===== config.mk =====
export PLATFORM = sky130hd
export DESIGN_NAME = refresh_scheduler_flat
export DESIGN_NICKNAME = d
export VERILOG_FILES = /design/src/rtl/refresh_scheduler_pkg.sv /design/src/rtl/refresh_scheduler_if.sv /design/src/rtl/refresh_scheduler_timer.sv /design/src/rtl/refresh_scheduler.sv /design/src/flat_wrapper.sv
export SDC_FILE = /design/constraint.sdc
export NUM_CORES = 1
export LEC_CHECK = 0
export CAP_MARGIN = 40
export CORE_MARGIN = 2
export CORE_UTILIZATION = 28
export DETAILED_ROUTE_END_ITERATION = 16
export HOLD_SLACK_MARGIN = 0.1
export PLACE_DENSITY = 0.48
export SYNTH_ARGS = -nofsm -noshare
export SYNTH_HDL_FRONTEND = slang
export SYNTH_HIERARCHICAL = 1
export SYNTH_SLANG_ARGS = --single-unit
export TNS_END_PERCENT = 5

===== constraint.sdc =====
create_clock -name clk -period 5.3 [get_ports clk]
set_input_delay 0.53 -clock clk [delete_from_list [all_inputs] [get_ports clk]]
set_output_delay 0.53 -clock clk [all_outputs]
set_load 0.005 [all_outputs]

===== src/rtl/refresh_scheduler_pkg.sv =====
// Shared types and constants for the DRAM refresh scheduler.
// Holds the scheduler state encoding, the REFRESH pin pattern and default timing.
package refresh_scheduler_pkg;

  typedef enum logic [2:0] {
    ST_DISABLED,
    ST_IDLE,
    ST_POSTPONE,
    ST_REQUEST,
    ST_URGENT
  } ref_state_e;

  // {cs, ras, cas, we}; all pins are active low
  localparam logic [3:0] REF_CMD_PINS = 4'b0001;

  localparam int TREFI_DEF         = 780;
  localparam int MAX_PENDING_DEF   = 8;
  localparam int URGENT_THRESH_DEF = 4;

  function automatic logic is_ref_cmd(input logic cs, input logic ras,
                                      input logic cas, input logic we);
    return {cs, ras, cas, we} == REF_CMD_PINS;
  endfunction

endpackage


===== src/rtl/refresh_scheduler_if.sv =====
// Command-bus snoop and arbiter handshake between the controller and the refresh scheduler.
// The controller side is the master; the scheduler is the slave.
interface refresh_scheduler_if;
  logic cmd_cs;
  logic cmd_ras;
  logic cmd_cas;
  logic cmd_we;
  logic host_busy;
  logic refresh_signal;
  logic refresh_urgent;

  modport master (
    output cmd_cs, cmd_ras, cmd_cas, cmd_we, host_busy,
    input  refresh_signal, refresh_urgent
  );

  modport slave (
    input  cmd_cs, cmd_ras, cmd_cas, cmd_we, host_busy,
    output refresh_signal, refresh_urgent
  );
endinterface


===== src/rtl/refresh_scheduler_timer.sv =====
// tREFI interval timer: counts enabled cycles 0..TREFI-1 and flags the last one.
// Holds its value while disabled; clr returns it to 0.
module refresh_scheduler_timer
  import refresh_scheduler_pkg::*;
#(
  parameter int TREFI = TREFI_DEF
) (
  input  logic clk,
  input  logic rst_n,
  input  logic clr,
  input  logic en,
  output logic tick
);

  localparam int CW = $clog2(TREFI);
  localparam logic [CW-1:0] LAST = CW'(TREFI - 1);
  localparam logic [CW-1:0] ONE  = CW'(1);

  logic [CW-1:0] cnt;

  assign tick = en && (cnt == LAST);

  always_ff @(posedge clk or negedge rst_n) begin
    if (!rst_n) begin
      cnt <= '0;
    end else if (clr) begin
      cnt <= '0;
    end else if (en) begin
      cnt <= tick ? '0 : cnt + ONE;
    end
  end

endmodule


===== src/rtl/refresh_scheduler.sv =====
// Refresh credit scheduler: earns one credit per tREFI, retires one per snooped REFRESH,
// and requests/forces refresh depending on owed credits and host traffic.
module refresh_scheduler
  import refresh_scheduler_pkg::*;
#(
  parameter int TREFI         = TREFI_DEF,
  parameter int MAX_PENDING   = MAX_PENDING_DEF,
  parameter int URGENT_THRESH = URGENT_THRESH_DEF,
  parameter int CNT_W         = 16
) (
  input  logic                 clk,
  input  logic                 rst_n,
  input  logic                 init_done,
  input  logic                 refresh_en,
  refresh_scheduler_if.slave   bus,
  output logic [3:0]           pending_count,
  output logic                 overflow_err,
  output logic [CNT_W-1:0]     refresh_total
);

  localparam logic [3:0]       MAX_P   = 4'(MAX_PENDING);
  localparam logic [3:0]       URG_T   = 4'(URGENT_THRESH);
  localparam logic [CNT_W-1:0] TOT_ONE = CNT_W'(1);

  ref_state_e state;
  logic       en;
  logic       tick;
  logic       ref_cmd;
  logic [3:0] pend_nxt;

  assign en      = init_done & refresh_en;
  assign ref_cmd = is_ref_cmd(bus.cmd_cs, bus.cmd_ras, bus.cmd_cas, bus.cmd_we);

  refresh_scheduler_timer #(.TREFI(TREFI)) u_timer (
    .clk   (clk),
    .rst_n (rst_n),
    .clr   (!init_done),
    .en    (en),
    .tick  (tick)
  );

  // Earn and retire in the same cycle cancel; both ends of the range hold.
  function automatic logic [3:0] pend_update(input logic [3:0] p, input logic inc,
                                             input logic dec);
    if (inc && !dec) return (p == MAX_P) ? p : p + 4'd1;
    if (dec && !inc) return (p == 4'd0)  ? p : p - 4'd1;
    return p;
  endfunction

  function automatic ref_state_e serve_state(input logic [3:0] p, input logic busy);
    if (p == 4'd0)  return ST_IDLE;
    if (p >= URG_T) return ST_URGENT;
    return busy ? ST_POSTPONE : ST_REQUEST;
  endfunction

  assign pend_nxt = init_done ? pend_update(pending_count, tick, ref_cmd) : 4'd0;

  // Decisions use the post-update credit count; outputs follow the state one edge later.
  always_ff @(posedge clk or negedge rst_n) begin
    if (!rst_n) begin
      state              <= ST_DISABLED;
      pending_count      <= 4'd0;
      overflow_err       <= 1'b0;
      refresh_total      <= '0;
      bus.refresh_signal <= 1'b0;
      bus.refresh_urgent <= 1'b0;
    end else begin
      pending_count <= pend_nxt;
      if (tick && !ref_cmd && pending_count == MAX_P) overflow_err <= 1'b1;
      if (ref_cmd && state != ST_DISABLED) refresh_total <= refresh_total + TOT_ONE;

      bus.refresh_signal <= en && (state == ST_REQUEST || state == ST_URGENT);
      bus.refresh_urgent <= en && (state == ST_URGENT);

      if (!init_done)                             state <= ST_DISABLED;
      else if (state == ST_DISABLED || !refresh_en) state <= ST_IDLE;
      else                                        state <= serve_state(pend_nxt, bus.host_busy);
    end
  end

endmodule


===== src/flat_wrapper.sv =====
// flat-port wrapper written by rule: the top's interface ports become plain ports
module refresh_scheduler_flat import refresh_scheduler_pkg::*;
#(
  parameter int TREFI         = TREFI_DEF,
  parameter int MAX_PENDING   = MAX_PENDING_DEF,
  parameter int URGENT_THRESH = URGENT_THRESH_DEF,
  parameter int CNT_W         = 16
)
  (clk, rst_n, init_done, refresh_en, pending_count, overflow_err, refresh_total, bus_cmd_cs, bus_cmd_ras, bus_cmd_cas, bus_cmd_we, bus_host_busy, bus_refresh_signal, bus_refresh_urgent);
  refresh_scheduler_if bus_i ();
  input  logic clk;
  input  logic rst_n;
  input  logic init_done;
  input  logic refresh_en;
  output logic [3:0] pending_count;
  output logic overflow_err;
  output logic [CNT_W-1:0] refresh_total;
  input wire logic [$bits(bus_i.cmd_cs)-1:0] bus_cmd_cs;
  input wire logic [$bits(bus_i.cmd_ras)-1:0] bus_cmd_ras;
  input wire logic [$bits(bus_i.cmd_cas)-1:0] bus_cmd_cas;
  input wire logic [$bits(bus_i.cmd_we)-1:0] bus_cmd_we;
  input wire logic [$bits(bus_i.host_busy)-1:0] bus_host_busy;
  output wire logic [$bits(bus_i.refresh_signal)-1:0] bus_refresh_signal;
  output wire logic [$bits(bus_i.refresh_urgent)-1:0] bus_refresh_urgent;
  assign bus_i.cmd_cs = bus_cmd_cs;
  assign bus_i.cmd_ras = bus_cmd_ras;
  assign bus_i.cmd_cas = bus_cmd_cas;
  assign bus_i.cmd_we = bus_cmd_we;
  assign bus_i.host_busy = bus_host_busy;
  assign bus_refresh_signal = bus_i.refresh_signal;
  assign bus_refresh_urgent = bus_i.refresh_urgent;
  refresh_scheduler #(.TREFI(TREFI), .MAX_PENDING(MAX_PENDING), .URGENT_THRESH(URGENT_THRESH), .CNT_W(CNT_W)) u_core (.clk(clk), .rst_n(rst_n), .init_done(init_done), .refresh_en(refresh_en), .bus(bus_i), .pending_count(pending_count), .overflow_err(overflow_err), .refresh_total(refresh_total));
endmodule

; ---- After elaboration in Yosys (flattened, before gate mapping)
; Index checks and enable logic that the tools add are counted.
; Widths: inputs -> output; s select.
[totals]
reg_bits = 36
inputBits = 9
out_inout_bits = 23
word_cells = 62
[classes]
addsub = 4
order_cmp = 1
n_eq_ne = 6
muxes = 27
n_bitwise = 1
reduce_logical = 16
[op_table]
columns = op, n
row1 = $mux 10, 3
row2 = $mux 4, 7
row3 = $mux 3, 6
row4 = $add 16x1->16 const B, 1
row5 = $mux 1, 11
row6 = $add 10x1->10 const B, 1
row7 = $eq 10x10->1 const B, 1
row8 = $logic_not 4->1, 2
row9 = $logic_and 1x1->1, 7
row10 = $add 4x1->4 const B, 1
row11 = $eq 4x1->1 const B, 1
row12 = $eq 4x4->1 const B, 1
row13 = $ge 4x3->1 const B, 1
row14 = $sub 4x1->4 const B, 1
row15 = $eq 3x2->1 const B, 1
row16 = $eq 3x3->1 const B, 1
row17 = $logic_not 1->1, 3
row18 = $logic_not 3->1, 1
row19 = $reduce_bool 3->1, 1
row20 = $logic_or 1x1->1, 2
row21 = $ne 2x1->1 const B, 1
row22 = $and 1x1->1, 1

; ---- Longest topological paths before layout
[depth]
word_depth = 20
depth_mapped = 9
depth_no_buf = 9

; ---- Cells and area by module
; Netlist, hierarchy kept.
[modules_own_cells]
columns = mod, n_inst, cells_each, area_per_inst_um2
row1 = refresh_scheduler, 1, 132, 1363.8
row2 = refresh_scheduler_timer, 1, 62, 601.8

; ---- Worst setup path after synthesis
; OpenSTA, ideal clock, no wires.
[synth_path]
path_kind = input port to flip-flop
from = in bus_cmd_cas
to = reg u_core.state[0]
setup_time_ns = 0.123
t_arrival_ns = 2.195
required_ns = 5.177
slack_ns = 2.982
stages = 6
n_path_buf = 1
cell_sequence = or4b_1 -> buf_2 -> or4_4 -> a31oi_4 -> o221ai_2 -> o221a_1
[synth_via]
elab_chain_len = 16
word_cells_on_any_way = 25
classes_between = 1 x order compare / 1 x eq/ne / 19 x mux / 4 x reduce/logical
[synth_lines]
columns = item, line_no
row1 = from (decl), flat_wrapper.sv:20  ; input wire logic [$bits(bus_i.cmd_cas)-1:0] bus_cmd_cas;
row2 = $eq 4x1->1 (*), refresh_scheduler_pkg.sv:22  ; return {cs, ras, cas, we} == REF_CMD_PINS;
row3 = $logic_and 1x1->1, refresh_scheduler.sv:46  ; if (dec && !inc) return (p == 4'd0) ? p : p - 4'd1;
row4 = $mux 1 (2 in a row), refresh_scheduler.sv:46
row5 = $mux 4, refresh_scheduler.sv:47  ; return p;
row6 = $mux 4 (*), refresh_scheduler.sv:46
row7 = $mux 4 (*), refresh_scheduler.sv:56  ; assign pend_nxt = init_done ? pend_update(pending_count, tick, ref_cmd) : 4'd0;
row8 = $ge 4x3->1, refresh_scheduler.sv:52  ; if (p >= URG_T) return ST_URGENT;
row9 = $mux 1 (2 in a row), refresh_scheduler.sv:52
row10 = $mux 1, refresh_scheduler.sv:76  ; else if (state == ST_DISABLED || !refresh_en) state <= ST_IDLE;
row11 = $mux 1, refresh_scheduler.sv:75  ; if (!init_done) state <= ST_DISABLED;
row12 = $mux 3, refresh_scheduler.sv:53  ; return busy ? ST_POSTPONE : ST_REQUEST;
row13 = $mux 3 (*), refresh_scheduler.sv:52
row14 = $mux 3 (*), refresh_scheduler.sv:76
row15 = $mux 3 (*), refresh_scheduler.sv:75
row16 = to (signal assigned), refresh_scheduler.sv:77  ; else state <= serve_state(pend_nxt, bus.host_busy);
row17 = to (decl), refresh_scheduler.sv:25  ; ref_state_e state;
; Every way passes the cells marked *; elsewhere a longest branch is shown, timed or not. The select of a mux whose other input is x is not followed.
; A chain may end at the register's enable or synchronous reset.

; ---- Worst setup path in the final report
[layout_path]
from = in init_done
to = reg u_core.state[0]
[layout_via]
elab_chain_len = 18
word_cells_on_any_way = 26
classes_between = 1 x order compare / 19 x mux / 1 x bitwise / 5 x reduce/logical
[layout_lines]
columns = item, line_no
row1 = from (decl), flat_wrapper.sv:13  ; input logic init_done;
row2 = $and 1x1->1 (*), refresh_scheduler.sv:31  ; assign en = init_done & refresh_en;
row3 = via u_core.en, refresh_scheduler.sv:26  ; logic en;
row4 = $logic_and 1x1->1 (*), refresh_scheduler_timer.sv:21  ; assign tick = en && (cnt == LAST);
row5 = via u_core.tick, refresh_scheduler.sv:27  ; logic tick;
row6 = $logic_not 1->1, refresh_scheduler.sv:46
row7 = $logic_and 1x1->1, refresh_scheduler.sv:46
row8 = $mux 1 (2 in a row), refresh_scheduler.sv:46
row9 = $mux 4, refresh_scheduler.sv:47
row10 = (+2 left out), n/a
row11 = $ge 4x3->1, refresh_scheduler.sv:52
row12 = $mux 1 (2 in a row), refresh_scheduler.sv:52
row13 = $mux 1, refresh_scheduler.sv:76
row14 = $mux 1, refresh_scheduler.sv:75
row15 = $mux 3, refresh_scheduler.sv:53
row16 = $mux 3 (*), refresh_scheduler.sv:52
row17 = $mux 3 (*), refresh_scheduler.sv:76
row18 = $mux 3 (*), refresh_scheduler.sv:75
; The timed path passes the listed nets; every way through them passes the cells marked *. The select of a mux whose other input is x is not followed.

==> qor.txt <==
================================================================================
Power per Cell Area                                                  275 nW/um^2
Worst-path fanout max                                                         11
Post-layout instance count excluding filler cells                            323
Ratio of cells with drive above 1 in the final layout                      8.81%
DR iter-0 viols                                                               45
Xor-xnor portion of the synthesized cell area                              8.91%
Number of antenna-violating nets in the routed design                          0
Number of instances in the synthesized netlist                               194
Compound-cell area share of the yosys netlist                              12.7%
CTS clk-pin slew, worst paths                                              70 ps
CTS tree                                                                    done
Critical-path cell list                                             clkdlybuf4s50_1, nand2_1, inv_1, and2_1, and4_2, or4_4, a31oi_4, o221ai_2, o221a_1
Combinational family with the most area after synthesis             simple AND/OR/NAND/NOR gates
RSZ-0062 raised after global routing                                       false
Crit path launch type                                                 input port
Total of hold buffers inserted after clock tree synthesis                      0
Reported net switching power                                              141 uW
Port Buf Inserts                                                              31
Setup TNS Final                                                             0 ps
Vertical die dimension                                                   87.8 um
Number of synthesized register bits                                           36
Number of sinks driven by the clock tree                                      36
Place WS                                                                 2110 ps
Endpoint arrival time on the critical path                               3050 ps
Power share of the sequential group                                        42.8%
Worst clock skew                                                         2.33 ps
Starting density of the core                                               28.9%
Count of placed standard cells including taps                                315
Worst flop-to-flop path endpoint                                    u_core/state[0]
Required time of the critical path                                       5470 ps
Max Clock Freq                                                           347 MHz
Internal reg-to-reg setup slack                                          2890 ps
Overall overflow remaining after global route                                  0
Die footprint                                                          7710 um^2
Simple-gate portion of the synthesized area                                25.0%
Kind of path behind the tightest hold check                         input port to async pin
Vias in the first global route                                             1,431
Worst Slack Setup Final                                                  2420 ps
Number of pins exceeding their max-slew limit in the final report              0
Number of failing hold endpoints at the final stage                            0
Final worst path period need                                             2880 ps
Power Internal                                                            557 uW
Status                                                              finished clean
Final HPWL from detailed placement                                       2.89 mm
Htree depth                                                                    2
Share of total power in combinational logic                                 8.8%
Leakage Power                                                            1.07 nW
Number of antenna violations at the first check in global routing              0
Count of final setup violators                                                 0
Prevailing post-synth register cell                                 sky130_fd_sc_hd__dfrtp_1
Share of the clock period used by the worst path                           54.3%
Drt pass-1 iters                                                               4
Switching share of power                                                   20.3%
Final layout net count                                                       239
Total number of vias                                                       1,472
Adder-cell area share of the yosys netlist                                 2.55%
Combined area of the multi-input logic cells                            987 um^2
Number of buffers inserted to repair setup after CTS                           0
Post-synth EDFFs                                                               0
Post-detailed-route via-to-cell ratio                                       4.56
Number of max-capacitance violations reported                                  0
Gates resized, CTS repair                                                      0
Max-Slew Margin vs Limit                                                   51.5%
Sequential cell area fraction in the yosys report                          45.8%
Antenna diode count                                                            0
Num CTS Buffers                                                                5
Fraction of power consumed by the clock network                            48.3%
Wire length after detailed routing                                       3.97 mm
Maximum number of pins on one net before global-route repair                  22
Longest individual stage delay on the worst path                          560 ps
Io pins                                                                       32
Area grow syn2layout                                                       29.1%
Start-to-end type of the worst setup path                           input port to flop
Final routed DRC violation total                                               0
Unique cell type count in the Yosys netlist                                   49
Largest vdd supply drop                                                 0.142 mV
Kind of capture point of the worst setup path                               flop
Max Buffers Root-to-Sink                                                       2
Multiplexer share of the synthesized area                                  1.08%
Routed len/inst                                                          12.3 um
Root buffer cell                                                    sky130_fd_sc_hd__clkbuf_8
Total Routing Usage GR                                                     11.4%
Hold Slack                                                                170 ps
Actual transition at the worst max-transition pin                         721 ps
Post-Synthesis Cell Area                                               1970 um^2
Synthesized net count                                                        207
Filler cells                                                                 694
Wire length of the first global-routing pass                             6.86 mm
Async S/R FF share, synth                                                   100%
Footprint of the flip-flops and latches                                 901 um^2
Worst path slowest cell                                             sky130_fd_sc_hd__or4_4
Skew-Pair Late Insertion Delay                                            280 ps
Core outline area                                                      6790 um^2
R2r startpoint                                                      u_core/u_timer/cnt[0]
Cells on worst reg2reg path                                                    7
Global placer's final weighted congestion                                  0.711
Synthesis Warnings                                                             6
Horizontal die dimension                                                 87.8 um
Cell Rows                                                                     30
Post-Syn Area per Cell                                                 10.1 um^2
================================================================================
-- how the worst max path moves through the flow --
stage	slack, ps	depth (start not counted)	end	start
after floorplan	2980	6	u_core/state[0]	bus_cmd_cas
after global routing	2190	10	u_core/state[1]	init_done
after detailed placement	2110	9	u_core/state[0]	init_done
after global placement	2170	9	u_core/state[0]	init_done
final	2420	9	u_core/state[0]	init_done
after CTS	2400	9	u_core/state[0]	init_done
-- synthesized netlist by cell type, types with 4 or more instances --
library cell	n	area share [%]
sky130_fd_sc_hd__nand2_1	15	2.9
sky130_fd_sc_hd__nand3b_1	4	1.5
sky130_fd_sc_hd__nand3_1	12	3.1
sky130_fd_sc_hd__nor2_1	16	3.1
sky130_fd_sc_hd__xnor2_1	9	4.0
sky130_fd_sc_hd__dfrtp_1	36	46
sky130_fd_sc_hd__and3_1	4	1.3
sky130_fd_sc_hd__and2_1	5	1.6
sky130_fd_sc_hd__ha_1	4	2.5
sky130_fd_sc_hd__buf_2	4	1.0
sky130_fd_sc_hd__inv_1	10	1.9
sky130_fd_sc_hd__o21ai_0	5	1.3
sky130_fd_sc_hd__o21ai_1	4	1.0
sky130_fd_sc_hd__nand4_1	6	1.9
sky130_fd_sc_hd__nand2b_1	4	1.3
sky130_fd_sc_hd__xor2_1	11	4.9
-- kinds of logic after synthesis --
family	after synthesis
adders and majority gates	4
AOI/OAI and AO/OA	30
and+or+nand+nor	85
buffers and inverters	17
muxes	2
xor gates and xnor gates	20
DFF	36
-- power groups by stage --
stage          clock [mW]  sequential (mW)  combinational, mW
2_1_floorplan           0            0.303             0.0238
3_5_place_dp            0            0.304             0.0625
6_report            0.337            0.299             0.0617
4_1_cts             0.349            0.299             0.0631
5_1_grt             0.359            0.302             0.0711
3_3_place_gp            0            0.305             0.0590
-- placed cells by master (no fill, tap or decap), drive strengths merged, types with 6 or more instances in the layout --
cell	count
nand2	15
xor2	11
nand3	12
inv	10
nor2	17
xnor2	9
nand4	6
dfrtp	36
o21ai	9
clkdlybuf4s50	30
-- metal layers --
metal	GRT usage (%)	part of all wire, %	up-vias
met4	4.62	1.5	0
li1	-	-	755
met5	0	0	-
met3	2.83	3.2	4
met1	16.0	52	687
met2	16.9	44	26
-- through the flow --
step,utilization (%),cell area (um^2),total power [mW]
after floorplan,-,1970,0.327
after global placement,34.6,2350,0.364
after detailed placement,35.0,2380,0.367
after CTS,37.3,2540,0.711
after global routing,37.3,2540,0.732
final,37.3,2540,0.698
-- registers in the layout, indices dropped and copies added (netlist names) --
register                   count
u_core/bus.refresh_signal      1
u_core/refresh_total          16
u_core/state                   3
u_core/u_timer/cnt            10
u_core/pending_count           4
u_core/bus.refresh_urgent      1
u_core/overflow_err            1
-- worst max-delay path, delay by kind of cell --
family | cells | cell delay [ps]
buffers and inverters | 2 | 690
AO/OA/AOI/OAI | 3 | 570
AND/OR/NAND/NOR | 4 | 1260
-- final cells by class --
class / count / share of cell area [%]
clock buffers: 5 / 2.71
clock inverters: 3 / 3.55
inverters: 10 / 1.48
multi-input cells: 141 / 38.9
flip-flops and latches: 36 / 35.5
well taps: 96 / 4.73
repair buffers: 32 / 13.1
Power figures use the tool's default switching activity.
